===== config.mk =====
export PLATFORM = sky130hd
export DESIGN_NAME = div_result_bcd_flat
export DESIGN_NICKNAME = d
export VERILOG_FILES = /design/src/rtl/div_result_bcd_if.sv /design/src/rtl/div_result_bcd.sv /design/src/flat_wrapper.sv
export SDC_FILE = /design/constraint.sdc
export NUM_CORES = 1
export LEC_CHECK = 0
export CAP_MARGIN = 30
export CORE_MARGIN = 3
export CORE_UTILIZATION = 50
export DETAILED_ROUTE_END_ITERATION = 16
export GPL_ROUTABILITY_DRIVEN = 1
export MAX_ROUTING_LAYER = met4
export PLACE_DENSITY_LB_ADDON = 0.15
export SLEW_MARGIN = 20
export SYNTH_ARGS = -nofsm -noshare
export SYNTH_HDL_FRONTEND = slang
export SYNTH_SLANG_ARGS = --single-unit

===== constraint.sdc =====
create_clock -name clk -period 2.12 [get_ports clk]
set_input_delay 0.424 -clock clk [delete_from_list [all_inputs] [get_ports clk]]
set_output_delay 0.424 -clock clk [all_outputs]
set_load 0.05 [all_outputs]

===== src/rtl/div_result_bcd_if.sv =====
// Bundle between the signed divider and its BCD result stage.
// The master side raises div_done_sig with operands; the slave side reports status and BCD results.
// No backpressure: the slave flags pulses it cannot take via overrun.
interface div_result_bcd_if;
    logic        div_done_sig;
    logic [31:0] quotient;
    logic [31:0] reminder;
    logic        busy;
    logic        done_sig;
    logic        overrun;
    logic        q_sign;
    logic [39:0] q_bcd;
    logic        r_sign;
    logic [39:0] r_bcd;

    modport master (
        output div_done_sig, quotient, reminder,
        input  busy, done_sig, overrun, q_sign, q_bcd, r_sign, r_bcd
    );

    modport slave (
        input  div_done_sig, quotient, reminder,
        output busy, done_sig, overrun, q_sign, q_bcd, r_sign, r_bcd
    );
endinterface


===== src/rtl/div_result_bcd.sv =====
// Converts signed quotient/remainder into sign + 10-digit packed BCD by sequential double-dabble.
// Latency: done_sig 65 cycles after the capture edge; busy until the edge after done_sig.
// No backpressure: a div_done_sig taken outside IDLE is dropped and overrun pulses.
module div_result_bcd (
    input  logic             clk,
    input  logic             rst_n,
    div_result_bcd_if.slave  bus
);
    typedef enum logic [1:0] {IDLE, CONV_Q, CONV_R, DONE} state_t;

    state_t      r_state;
    state_t      w_state_nxt;
    logic [5:0]  r_cnt;
    logic [31:0] r_bin;
    logic [31:0] r_r_mag;
    logic [39:0] r_work;
    logic [39:0] r_hold;
    logic        r_q_sign_cap;
    logic        r_r_sign_cap;
    logic        r_done;
    logic        r_overrun;
    logic        r_q_sign;
    logic        r_r_sign;
    logic [39:0] r_q_bcd;
    logic [39:0] r_r_bcd;

    logic [39:0] w_adj;
    logic [39:0] w_shift;
    logic [31:0] w_q_mag;
    logic [31:0] w_r_mag;
    logic        w_last;

    // Magnitudes of the incoming operands; 0x8000_0000 maps to 2^31 as unsigned
    always_comb begin
        w_q_mag = bus.quotient[31] ? (~bus.quotient + 32'd1) : bus.quotient;
        w_r_mag = bus.reminder[31] ? (~bus.reminder + 32'd1) : bus.reminder;
        w_last  = (r_cnt == 6'd31);
    end

    // Double-dabble step: add 3 to every nibble >= 5, then shift in the next binary bit
    always_comb begin
        w_adj = r_work;
        for (int i = 0; i < 10; i++) begin
            if (r_work[4*i +: 4] >= 4'd5)
                w_adj[4*i +: 4] = r_work[4*i +: 4] + 4'd3;
        end
        w_shift = {w_adj[38:0], r_bin[31]};
    end

    // State register
    always_ff @(posedge clk or negedge rst_n) begin
        if (!rst_n) r_state <= IDLE;
        else        r_state <= w_state_nxt;
    end

    // Next-state logic: each conversion phase is 32 shifts, DONE lasts one cycle
    always_comb begin
        w_state_nxt = r_state;
        case (r_state)
            IDLE:    if (bus.div_done_sig) w_state_nxt = CONV_Q;
            CONV_Q:  if (w_last)           w_state_nxt = CONV_R;
            CONV_R:  if (w_last)           w_state_nxt = DONE;
            DONE:                          w_state_nxt = IDLE;
            default:                       w_state_nxt = IDLE;
        endcase
    end

    // Datapath: capture, shift, hand quotient BCD to holding register, publish results in DONE
    always_ff @(posedge clk or negedge rst_n) begin
        if (!rst_n) begin
            r_cnt        <= '0;
            r_bin        <= '0;
            r_r_mag      <= '0;
            r_work       <= '0;
            r_hold       <= '0;
            r_q_sign_cap <= 1'b0;
            r_r_sign_cap <= 1'b0;
            r_done       <= 1'b0;
            r_overrun    <= 1'b0;
            r_q_sign     <= 1'b0;
            r_r_sign     <= 1'b0;
            r_q_bcd      <= '0;
            r_r_bcd      <= '0;
        end else begin
            r_done    <= 1'b0;
            r_overrun <= bus.div_done_sig && (r_state != IDLE);
            case (r_state)
                IDLE: begin
                    if (bus.div_done_sig) begin
                        r_q_sign_cap <= bus.quotient[31];
                        r_r_sign_cap <= bus.reminder[31];
                        r_bin        <= w_q_mag;
                        r_r_mag      <= w_r_mag;
                        r_cnt        <= '0;
                        r_work       <= '0;
                    end
                end
                CONV_Q: begin
                    if (w_last) begin
                        r_hold <= w_shift;
                        r_work <= '0;
                        r_bin  <= r_r_mag;
                        r_cnt  <= '0;
                    end else begin
                        r_work <= w_shift;
                        r_bin  <= {r_bin[30:0], 1'b0};
                        r_cnt  <= r_cnt + 6'd1;
                    end
                end
                CONV_R: begin
                    r_work <= w_shift;
                    r_bin  <= {r_bin[30:0], 1'b0};
                    r_cnt  <= r_cnt + 6'd1;
                end
                DONE: begin
                    r_q_sign <= r_q_sign_cap;
                    r_q_bcd  <= r_hold;
                    r_r_sign <= r_r_sign_cap;
                    r_r_bcd  <= r_work;
                    r_done   <= 1'b1;
                end
                default: ;
            endcase
        end
    end

    // Outputs: busy covers the conversion plus the done_sig cycle
    always_comb begin
        bus.busy     = (r_state != IDLE) || r_done;
        bus.done_sig = r_done;
        bus.overrun  = r_overrun;
        bus.q_sign   = r_q_sign;
        bus.q_bcd    = r_q_bcd;
        bus.r_sign   = r_r_sign;
        bus.r_bcd    = r_r_bcd;
    end
endmodule


===== src/flat_wrapper.sv =====
// flat-port wrapper written by rule: the top's interface ports become plain ports
module div_result_bcd_flat 
  (clk, rst_n, bus_div_done_sig, bus_quotient, bus_reminder, bus_busy, bus_done_sig, bus_overrun, bus_q_sign, bus_q_bcd, bus_r_sign, bus_r_bcd);
  div_result_bcd_if bus_i ();
  input  logic clk;
  input  logic rst_n;
  input wire logic [$bits(bus_i.div_done_sig)-1:0] bus_div_done_sig;
  input wire logic [$bits(bus_i.quotient)-1:0] bus_quotient;
  input wire logic [$bits(bus_i.reminder)-1:0] bus_reminder;
  output wire logic [$bits(bus_i.busy)-1:0] bus_busy;
  output wire logic [$bits(bus_i.done_sig)-1:0] bus_done_sig;
  output wire logic [$bits(bus_i.overrun)-1:0] bus_overrun;
  output wire logic [$bits(bus_i.q_sign)-1:0] bus_q_sign;
  output wire logic [$bits(bus_i.q_bcd)-1:0] bus_q_bcd;
  output wire logic [$bits(bus_i.r_sign)-1:0] bus_r_sign;
  output wire logic [$bits(bus_i.r_bcd)-1:0] bus_r_bcd;
  assign bus_i.div_done_sig = bus_div_done_sig;
  assign bus_i.quotient = bus_quotient;
  assign bus_i.reminder = bus_reminder;
  assign bus_busy = bus_i.busy;
  assign bus_done_sig = bus_i.done_sig;
  assign bus_overrun = bus_i.overrun;
  assign bus_q_sign = bus_i.q_sign;
  assign bus_q_bcd = bus_i.q_bcd;
  assign bus_r_sign = bus_i.r_sign;
  assign bus_r_bcd = bus_i.r_bcd;
  div_result_bcd u_core (.clk(clk), .rst_n(rst_n), .bus(bus_i));
endmodule

==> Yosys cells after proc, flatten, opt, wreduce, memory -nomap -nowiden <==
Index checks and enable logic that the tools add are counted.
{ "op_classes": {"eq_ne": 7, "n_bitwise": 2, "n_reduce_logical": 9, "n_addsub": 13, "div": 0, "n_mul": 0, "magnitude_cmp": 10, "muxes": 26, "shifts": 0} }
{ "op_table": {"columns": ["op", "n"], "rows": [
  ["$mux 32", 4],
  ["$pmux 40 s3", 1],
  ["$pmux 32 s3", 1],
  ["$mux 40", 2],
  ["$add 32x1->32 const B", 2],
  ["$not 32->32", 2],
  ["$ge 4x3->1 const B", 10],
  ["$add 4x2->4 const B", 9],
  ["$mux 4", 9],
  ["$pmux 6 s3", 1],
  ["$mux 6", 2],
  ["$pmux 2 s4", 1],
  ["$add 6x1->6 const B", 1],
  ["$eq 6x5->1 const B", 1],
  ["$mux 2", 3],
  ["$reduce_and 2->1", 3],
  ["$eq 2x2->1 const B", 2],
  ["$ne 2x1->1 const B", 2],
  ["$add 3x2->3 const B", 1],
  ["$mux 3", 1],
  ["$reduce_and 3->1", 1],
  ["$reduce_bool 3->1", 1],
  ["$eq 2x1->1 const B", 1],
  ["$logic_not 2->1", 1],
  ["5 further kinds", 5]
]} }
{ "totals": {"output_inout_bits": 85, "word_cells": 81, "latchBits": 0, "ramBits": 0, "mem_count": 0, "mem_bits_ro": 0, "ff_bits": 238, "in_bits": 67} }

==> Depth between registers and ports, before layout <==
Gate-level depths: netlist of run 1.
{ "logic_depth": {"word_depth": 5, "ltp_mapped": 9, "mapped_depth_nobuf": 7} }

==> Worst setup path before layout of run 1 <==
No wires, ideal clock.
{ "synth_path": {"path_kind": "input to register", "from": "in bus_quotient[8]", "to": "reg u_core.r_bin[29]", "slack_ps": -580, "required_ps": 2040, "setup_time_ps": 80, "stages": 7, "t_arrival_ps": 2619, "n_path_buf": 2, "path_cell_list": "or4_4 buf_6 or4_4 buf_6 or4_4 a2111o_1 o211ai_2"} }
{ "synth_via": {"elab_chain_cells": 5} }
{ "synth_lines": {"columns": ["item", "line_no", "text"], "rows": [
  ["start, declared", "flat_wrapper.sv:8", "input wire logic [$bits(bus_i.quotient)-1:0] bus_quotient;"],
  ["$not 32->32", "div_result_bcd.sv:35", "w_q_mag = bus.quotient[31] ? (~bus.quotient + 32'd1) : bus.quotient;"],
  ["$add 32x1->32", "div_result_bcd.sv:35", null],
  ["$mux 32", "div_result_bcd.sv:35", null],
  ["$mux 32", "div_result_bcd.sv:89", "if (bus.div_done_sig) begin"],
  ["$pmux 32 s3", "div_result_bcd.sv:87", "case (r_state)"],
  ["end signal, assigned", "div_result_bcd.sv:92", "r_bin <= w_q_mag;"],
  ["end signal, assigned", "div_result_bcd.sv:102", "r_bin <= r_r_mag;"],
  ["end signal, assigned", "div_result_bcd.sv:106", "r_bin <= {r_bin[30:0], 1'b0};"],
  ["end, declared", "div_result_bcd.sv:14", "logic [31:0] r_bin;"]
]} }
Every way passes these cells. The select of a mux whose other input is x is not followed.
A chain may end at the register's enable or synchronous reset.

==> Worst setup path after layout of run 1 <==
{ "layout_path": {"from": "in bus_quotient[17]", "to": "reg u_core.r_bin[27]"} }
The elaborated chain is that of the path after synthesis.

==> flow_summary.json, run 1 <==
{
  "syn_inst": 1117,
  "grt_use_total": 0.233,
  "h-tree-depth": 1,
  "antenna_cells": 0,
  "hold_violations": 0,
  "antenna_left": 0,
  "skew_ps": 12.1,
  "viasPerCell": 5.69,
  "r2r_setup_slack_ps": 50,
  "clk_latency_ps": 530,
  "io_pins": 152,
  "syn_area_per_cell_sq_um": 10.5,
  "crit_fanout": 5,
  "die_w_um": 159,
  "dpl_cell_area_sq_mm": 0.0147,
  "ys_ff_latch": 238,
  "syn_nets": 1212,
  "grt_max_degree": 64,
  "synth_edf_count": 0,
  "nets": 1472,
  "dp_slack_ps": -914,
  "drt_wl_total_mm": 29.9,
  "rsz0062_at_grt": "yes",
  "final_area_sq_mm": 0.0160,
  "die_area_sq_mm": 0.0253,
  "grt_pass1_vias": 9553,
  "cp_slowest_cell": "or4_4",
  "layout-drive-gt1-share": 0.251,
  "synthArstFlopShare": 1.00,
  "reg2reg_to": "u_core.r_bin[23]",
  "yosysSeqAreaShare": 0.508,
  "rows": 55,
  "critPathKind": "input pin to flop",
  "crit_start": "bus_quotient[17]",
  "grt-ovfl-total": 0,
  "initial_core_util": 0.514,
  "cp_cell_sequence": "dlygate4sd2_1, or4_4, or3_4, or4_4, a2111o_1, o211ai_1",
  "setup_viol": 1,
  "ys.flop_type": "dfrtp_1",
  "cpMostUsedCell": "or4_4",
  "crit_arrival_ps": 2560,
  "core_sq_mm": 0.0228,
  "route.detailed.drc": 0,
  "antenna_found_initial": 0,
  "critPathMaxStageDelay_ps": 510,
  "dieHeight_um": 159,
  "vdd_drop_max_v": 0.000777,
  "cp-endpoint": "u_core.r_bin[27]",
  "fin_crit_ps": 2120,
  "rr_worst_depth": 9,
  "r2r_start": "u_core.r_state[0]",
  "clockBufferDepth": 3,
  "syn_area_sq_mm": 0.0117,
  "violations": "setup timing",
  "first_pass_iters": 5,
  "fin_ws_ps": -4.77,
  "tritoncts": "yes",
  "maxSlewViolCount": 0,
  "synth.distinct_cells": 57,
  "via_count": 9724,
  "area.growth.synth_to_final_pct": 36.3,
  "hp-class": "input pin to flop",
  "cts-root-buf": "clkbuf_16",
  "grt_pass1_wl_mm": 48.5,
  "wl_per_cell_um": 17.5,
  "finalCritPeriodShare": 1.00,
  "cts_num_sinks": 238,
  "tightestPinTransition_ps": 539,
  "status": "finished, violations left",
  "critPathLaunchType": "input pin",
  "place.gp.congestion": 0.915,
  "max_cap_violations": 0,
  "cp-end-kind": "flop",
  "fmax_mhz": 471,
  "holdPathStages": 3,
  "worst_ep_required_time_ps": 2560,
  "portBuffers": 151,
  "drt_iter0_drc": 696,
  "powerDensity_mw_per_mm2": 1100,
  "cts_inserted_buffers": 25,
  "dp_hpwl_mm": 20.8,
  "max-slew-margin-rel": 0.642,
  "yosys_warnings": 0,
  "leakage_uw": 0.00787,
  "clk_pin_slew_ps": 70
}
metrics by stage:
stage               std cells  power, uW  hold WS, ps   util  setup TNS [ps]
floorplan                1117       9860          128      -           -2240
global placement         1648      12500          353  0.645          -21700
detailed placement       1648      12600          352  0.645          -23140
CTS                      1697      17200          325  0.683           -64.0
global route             1708      18500          314  0.700            -430
finish                   1708      17600          306  0.700           -4.77
synthesized netlist by cell type, types with 4 or more instances:
master | count | area share
nor2_1 | 33 | 0.011
a2bb2oi_1 | 5 | 0.0037
mux2i_1 | 5 | 0.0043
mux2_2 | 91 | 0.087
nor3b_1 | 19 | 0.012
o21ai_0 | 114 | 0.049
or4_1 | 16 | 0.010
nor3_1 | 19 | 0.0081
or3_1 | 11 | 0.0059
a22oi_1 | 5 | 0.0032
ha_1 | 28 | 0.030
nand2_1 | 130 | 0.042
nand3_1 | 11 | 0.0047
a21oi_1 | 43 | 0.018
clkbuf_1 | 65 | 0.021
buf_1 | 4 | 0.0013
o21a_1 | 11 | 0.0070
o22ai_1 | 11 | 0.0059
a31oi_1 | 7 | 0.0037
o211ai_1 | 7 | 0.0045
a32o_1 | 11 | 0.0094
inv_1 | 31 | 0.0099
o31ai_1 | 38 | 0.024
dfrtp_1 | 238 | 0.51
nand2b_1 | 14 | 0.0075
xnor2_1 | 14 | 0.010
o41ai_1 | 22 | 0.016
xor2_1 | 36 | 0.027
or2_2 | 5 | 0.0027
nor2b_1 | 9 | 0.0048
a221oi_1 | 21 | 0.016
how the worst min path moves through the flow:
stage                      from             endpoint  slack [ps]
3_3_place_gp              rst_n  u_core.bus.q_bcd[6]         350
5_1_grt        bus_quotient[16]     u_core.r_bin[16]         310
4_1_cts        bus_quotient[16]     u_core.r_bin[16]         320
3_5_place_dp              rst_n  u_core.bus.q_bcd[6]         350
6_report       bus_quotient[16]     u_core.r_bin[16]         310
2_1_floorplan             rst_n  u_core.bus.done_sig         130
routing by layer:
| layer | part of all wire | GRT usage | vias to the layer above |
|---|---|---|---|
| met5 | 0 | - | - |
| met4 | 0.016 | 0.0478 | 0 |
| met3 | 0.058 | 0.0323 | 39 |
| met2 | 0.47 | 0.371 | 324 |
| met1 | 0.46 | 0.323 | 4749 |
| li1 | - | - | 4612 |
power breakdown:
part	switching, uW	internal, uW	total [uW]
Sequential	563	5350	5910
Clock	1800	2740	4540
Combinational	4010	3120	7140
timing repair:
item,CTS,global route
pin swaps,10,19
setup endpoints to repair,61,76
gates cloned,0,4
gates resized for setup,100,78
setup buffers,3,7
endpoints found under the hold margin,40,0
hold buffers,1,0
registers in the layout, summed over array words and instances (netlist names):
| name | count |
|---|---|
| u_core.bus.q_bcd | 40 |
| u_core.bus.r_bcd | 40 |
| u_core.r_hold | 40 |
| u_core.r_work | 40 |
| u_core.r_bin | 32 |
| u_core.r_r_mag | 32 |
| u_core.r_cnt | 6 |
| u_core.r_state | 2 |
| u_core.bus.done_sig | 1 |
| u_core.bus.overrun | 1 |
| u_core.bus.q_sign | 1 |
| u_core.bus.r_sign | 1 |
| u_core.r_q_sign_cap | 1 |
| u_core.r_r_sign_cap | 1 |
cell type report:
| cell class | instances | area, sq um |
|---|---|---|
| multi-input combinational | 776 | 5720 |
| sequential | 238 | 5960 |
| timing repair buffer | 305 | 2940 |
| tap | 313 | 392 |
| clock inverter | 7 | 106 |
| fill | 1763 | 6850 |
| clock buffer | 38 | 764 |
| inverter | 31 | 116 |
logic make-up (layout without fill, tap and decap cells):
family,after synthesis,in the layout,synth area share
compound gates,317,317,0.179
xor+xnor,50,50,0.0373
fa+ha+maj,28,28,0.0299
buf+inv,103,381,0.0343
flops,238,238,0.508
mux,96,96,0.0916
simple gates,285,285,0.121
worst max-delay path: cells and delay by family:
| family | cells | cell delay, ps |
|---|---|---|
| and+or+nand+nor | 3 | 1380 |
| AOI/OAI and AO/OA | 2 | 510 |
| buffers and inverters | 1 | 240 |
cell usage in the layout, fill, tap and decap left out, types with 15 or more instances in the layout:
master / Yosys / final
dfrtp_1: 238 / 238
buf_4: 0 / 133
nand2_1: 130 / 127
o21ai_0: 114 / 106
mux2_2: 91 / 91
dlygate4sd2_1: 0 / 55
clkdlybuf4s50_1: 0 / 49
a21oi_1: 43 / 43
o31ai_1: 38 / 37
xor2_1: 36 / 36
nor2_1: 33 / 32
dlymetal6s2s_1: 0 / 32
clkbuf_16: 0 / 28
inv_1: 31 / 27
ha_1: 28 / 22
nor3_1: 19 / 19
nor3b_1: 19 / 19
buf_12: 0 / 17
a221oi_1: 21 / 15
Power figures use the tool's default switching activity.
==> run 2, diff against run 1 <==
--- a/config.mk
+++ b/config.mk
@@ -5,7 +5,8 @@
 export SDC_FILE = /design/constraint.sdc
 export NUM_CORES = 1
 export LEC_CHECK = 0
-export CAP_MARGIN = 30
+export CAP_MARGIN = 25
+export CORE_ASPECT_RATIO = 0.9
 export CORE_MARGIN = 3
 export CORE_UTILIZATION = 50
 export DETAILED_ROUTE_END_ITERATION = 16
==> constraint.sdc (replaced) <==
create_clock -name clk -period 2.12 [get_ports clk]
set_input_delay 0.212 -clock clk [delete_from_list [all_inputs] [get_ports clk]]
set_output_delay 0.212 -clock clk [all_outputs]
set_load 0.05 [all_outputs]
==> flow_summary.json, run 2 (synthesized netlist as in run 1, its figures left out) <==
{
  "status": "completed",
  "layout-drive-gt1-share": 0.213,
  "fin_crit_ps": 2090,
  "critPathLaunchType": "input pin",
  "setup_viol": 0,
  "tritoncts": "yes",
  "drt_iter0_drc": 622,
  "holdPathStages": 3,
  "viasPerCell": 5.70,
  "final_common_cell": "dfrtp_1",
  "cts_inserted_buffers": 26,
  "crit_fanout": 7,
  "reg2reg_to": "u_core.r_bin[17]",
  "via_count": 9513,
  "grt_use_total": 0.248,
  "p_seq_frac": 0.348,
  "io_pins": 152,
  "portBuffers": 151,
  "max-slew-margin-rel": 0.600,
  "p_switching_uw": 6320,
  "area.growth.synth_to_final_pct": 31.3,
  "critPathKind": "input pin to flop",
  "swShare": 0.367,
  "clk_pin_slew_ps": 60,
  "min-delay-start": "bus_quotient[16]",
  "p_int_uw": 10900,
  "r2r_setup_slack_ps": 80,
  "die_area_sq_mm": 0.0253,
  "die_w_um": 167,
  "r2r_start": "u_core.r_state[0]",
  "hp-class": "input pin to flop",
  "clk_latency_ps": 510,
  "antenna_found_initial": 0,
  "maxSlewViolCount": 0,
  "most-common-layout-cells": "238 x dfrtp_1, 139 x clkdlybuf4s50_1, 127 x nand2_1",
  "nets": 1447,
  "grt_pass1_vias": 9507,
  "min_to": "u_core.r_bin[16]",
  "finalCritPeriodShare": 0.986,
  "leakage_uw": 0.00678,
  "max_cap_violations": 0,
  "antenna_cells": 0,
  "initial_core_util": 0.515,
  "dieHeight_um": 151,
  "rsz0062_at_grt": "no",
  "grt_pass1_wl_mm": 50.1,
  "route.detailed.drc": 0,
  "fmax_mhz": 478,
  "layout.cells.non_filler": 1668,
  "dp.cells": 1614,
  "cp-end-kind": "flop",
  "worst_ep_required_time_ps": 2570,
  "power.total_uw": 17200,
  "core_sq_mm": 0.0228,
  "rows": 52,
  "powerDensity_mw_per_mm2": 1120,
  "skew_ps": 4.87,
  "clockBufferDepth": 3,
  "first_pass_iters": 5,
  "antenna_left": 0,
  "hold_violations": 0,
  "n_fill_cell": 1839,
  "vdd_drop_max_v": 0.000911,
  "h-tree-depth": 1,
  "cts-root-buf": "clkbuf_16",
  "wl_per_cell_um": 18.5,
  "tightestPinTransition_ps": 598,
  "grt_max_degree": 77,
  "place.gp.congestion": 0.906,
  "dp_hpwl_mm": 21.8,
  "drt_wl_total_mm": 30.8,
  "cts_num_sinks": 238,
  "finalSetupTns_ps": 0,
  "grt-ovfl-total": 0,
  "crit_arrival_ps": 2550,
  "p_comb_frac": 0.399,
  "power_frac_clock": 0.253,
  "rr_worst_depth": 8
}
run 2: cell types whose count changed in the layout (fill, tap and decap cells not counted), moves of 9 or more:
cell | previous run | this run
buf_4 | 133 | 116
clkdlybuf4s50_1 | 49 | 139
dlygate4sd2_1 | 55 | 5
dlymetal6s2s_1 | 32 | 5
o41ai_1 | 11 | 20
run 2: per-layer routing:
metal,global-route usage,vias up,part of all wire
li1,-,4559,-
met1,0.349,4637,0.48
met2,0.375,265,0.44
met3,0.0532,52,0.061
met4,0.0515,0,0.020
met5,-,-,0
run 2: per-stage QoR:
stage | utilization | hold slack [ps] | instance area (sq um) | setup WS (ps)
finish | 0.677 | 198 | 15400 | 28.8
global route | 0.677 | 180 | 15400 | 2.90
CTS | 0.673 | 171 | 15300 | 0.722
detailed placement | 0.634 | 220 | 14400 | -663
global placement | 0.634 | 220 | 14400 | -637
floorplan | - | -83.6 | 11700 | -230
run 2: timing repair:
item	in CTS	in global routing
pin swaps	7	5
endpoints found under the setup margin	4	40
resized for setup	11	16
hold endpoints to repair	67	0
hold buffers	1	0
setup buffers	4	2
run 2: cell type report:
type / count / area, sq um / area share
inverter: 31 / 116 / 0.00755
clock buffer: 38 / 757 / 0.0491
clock inverter: 9 / 77.6 / 0.00503
timing repair buffer: 279 / 2630 / 0.171
tap: 297 / 372 / 0.0241
multi-input combinational: 776 / 5500 / 0.357
sequential: 238 / 5960 / 0.386
run 2: worst max-delay path: stages:
cell	delay, ps
clkdlybuf4s50_1	430
or4_4	530
or3_4	400
buf_4	170
or4_4	480
a211o_1	270
nand2_1	60
run 2: worst max path at each step:
stage / startpoint / to / slack, ps / depth (start not counted)
finish: bus_quotient[17] / u_core.r_bin[24] / 30 / 7
global route: u_core.r_state[0] / u_core.r_bin[12] / 3 / 8
CTS: bus_quotient[1] / u_core.r_bin[24] / 0.7 / 8
detailed placement: bus_quotient[1] / u_core.r_bin[24] / -660 / 8
global placement: bus_quotient[0] / u_core.r_bin[24] / -640 / 8
floorplan: bus_quotient[8] / u_core.r_bin[29] / -230 / 7
run 2: power groups by stage:
stage | registers [uW] | logic, uW | clock network [uW]
3_3_place_gp | 6020 | 6540 | 0
4_1_cts | 5960 | 6740 | 4460
5_1_grt | 6080 | 7440 | 4640
6_report | 5980 | 6860 | 4360
2_1_floorplan | 6160 | 3690 | 0
3_5_place_dp | 6030 | 6650 | 0
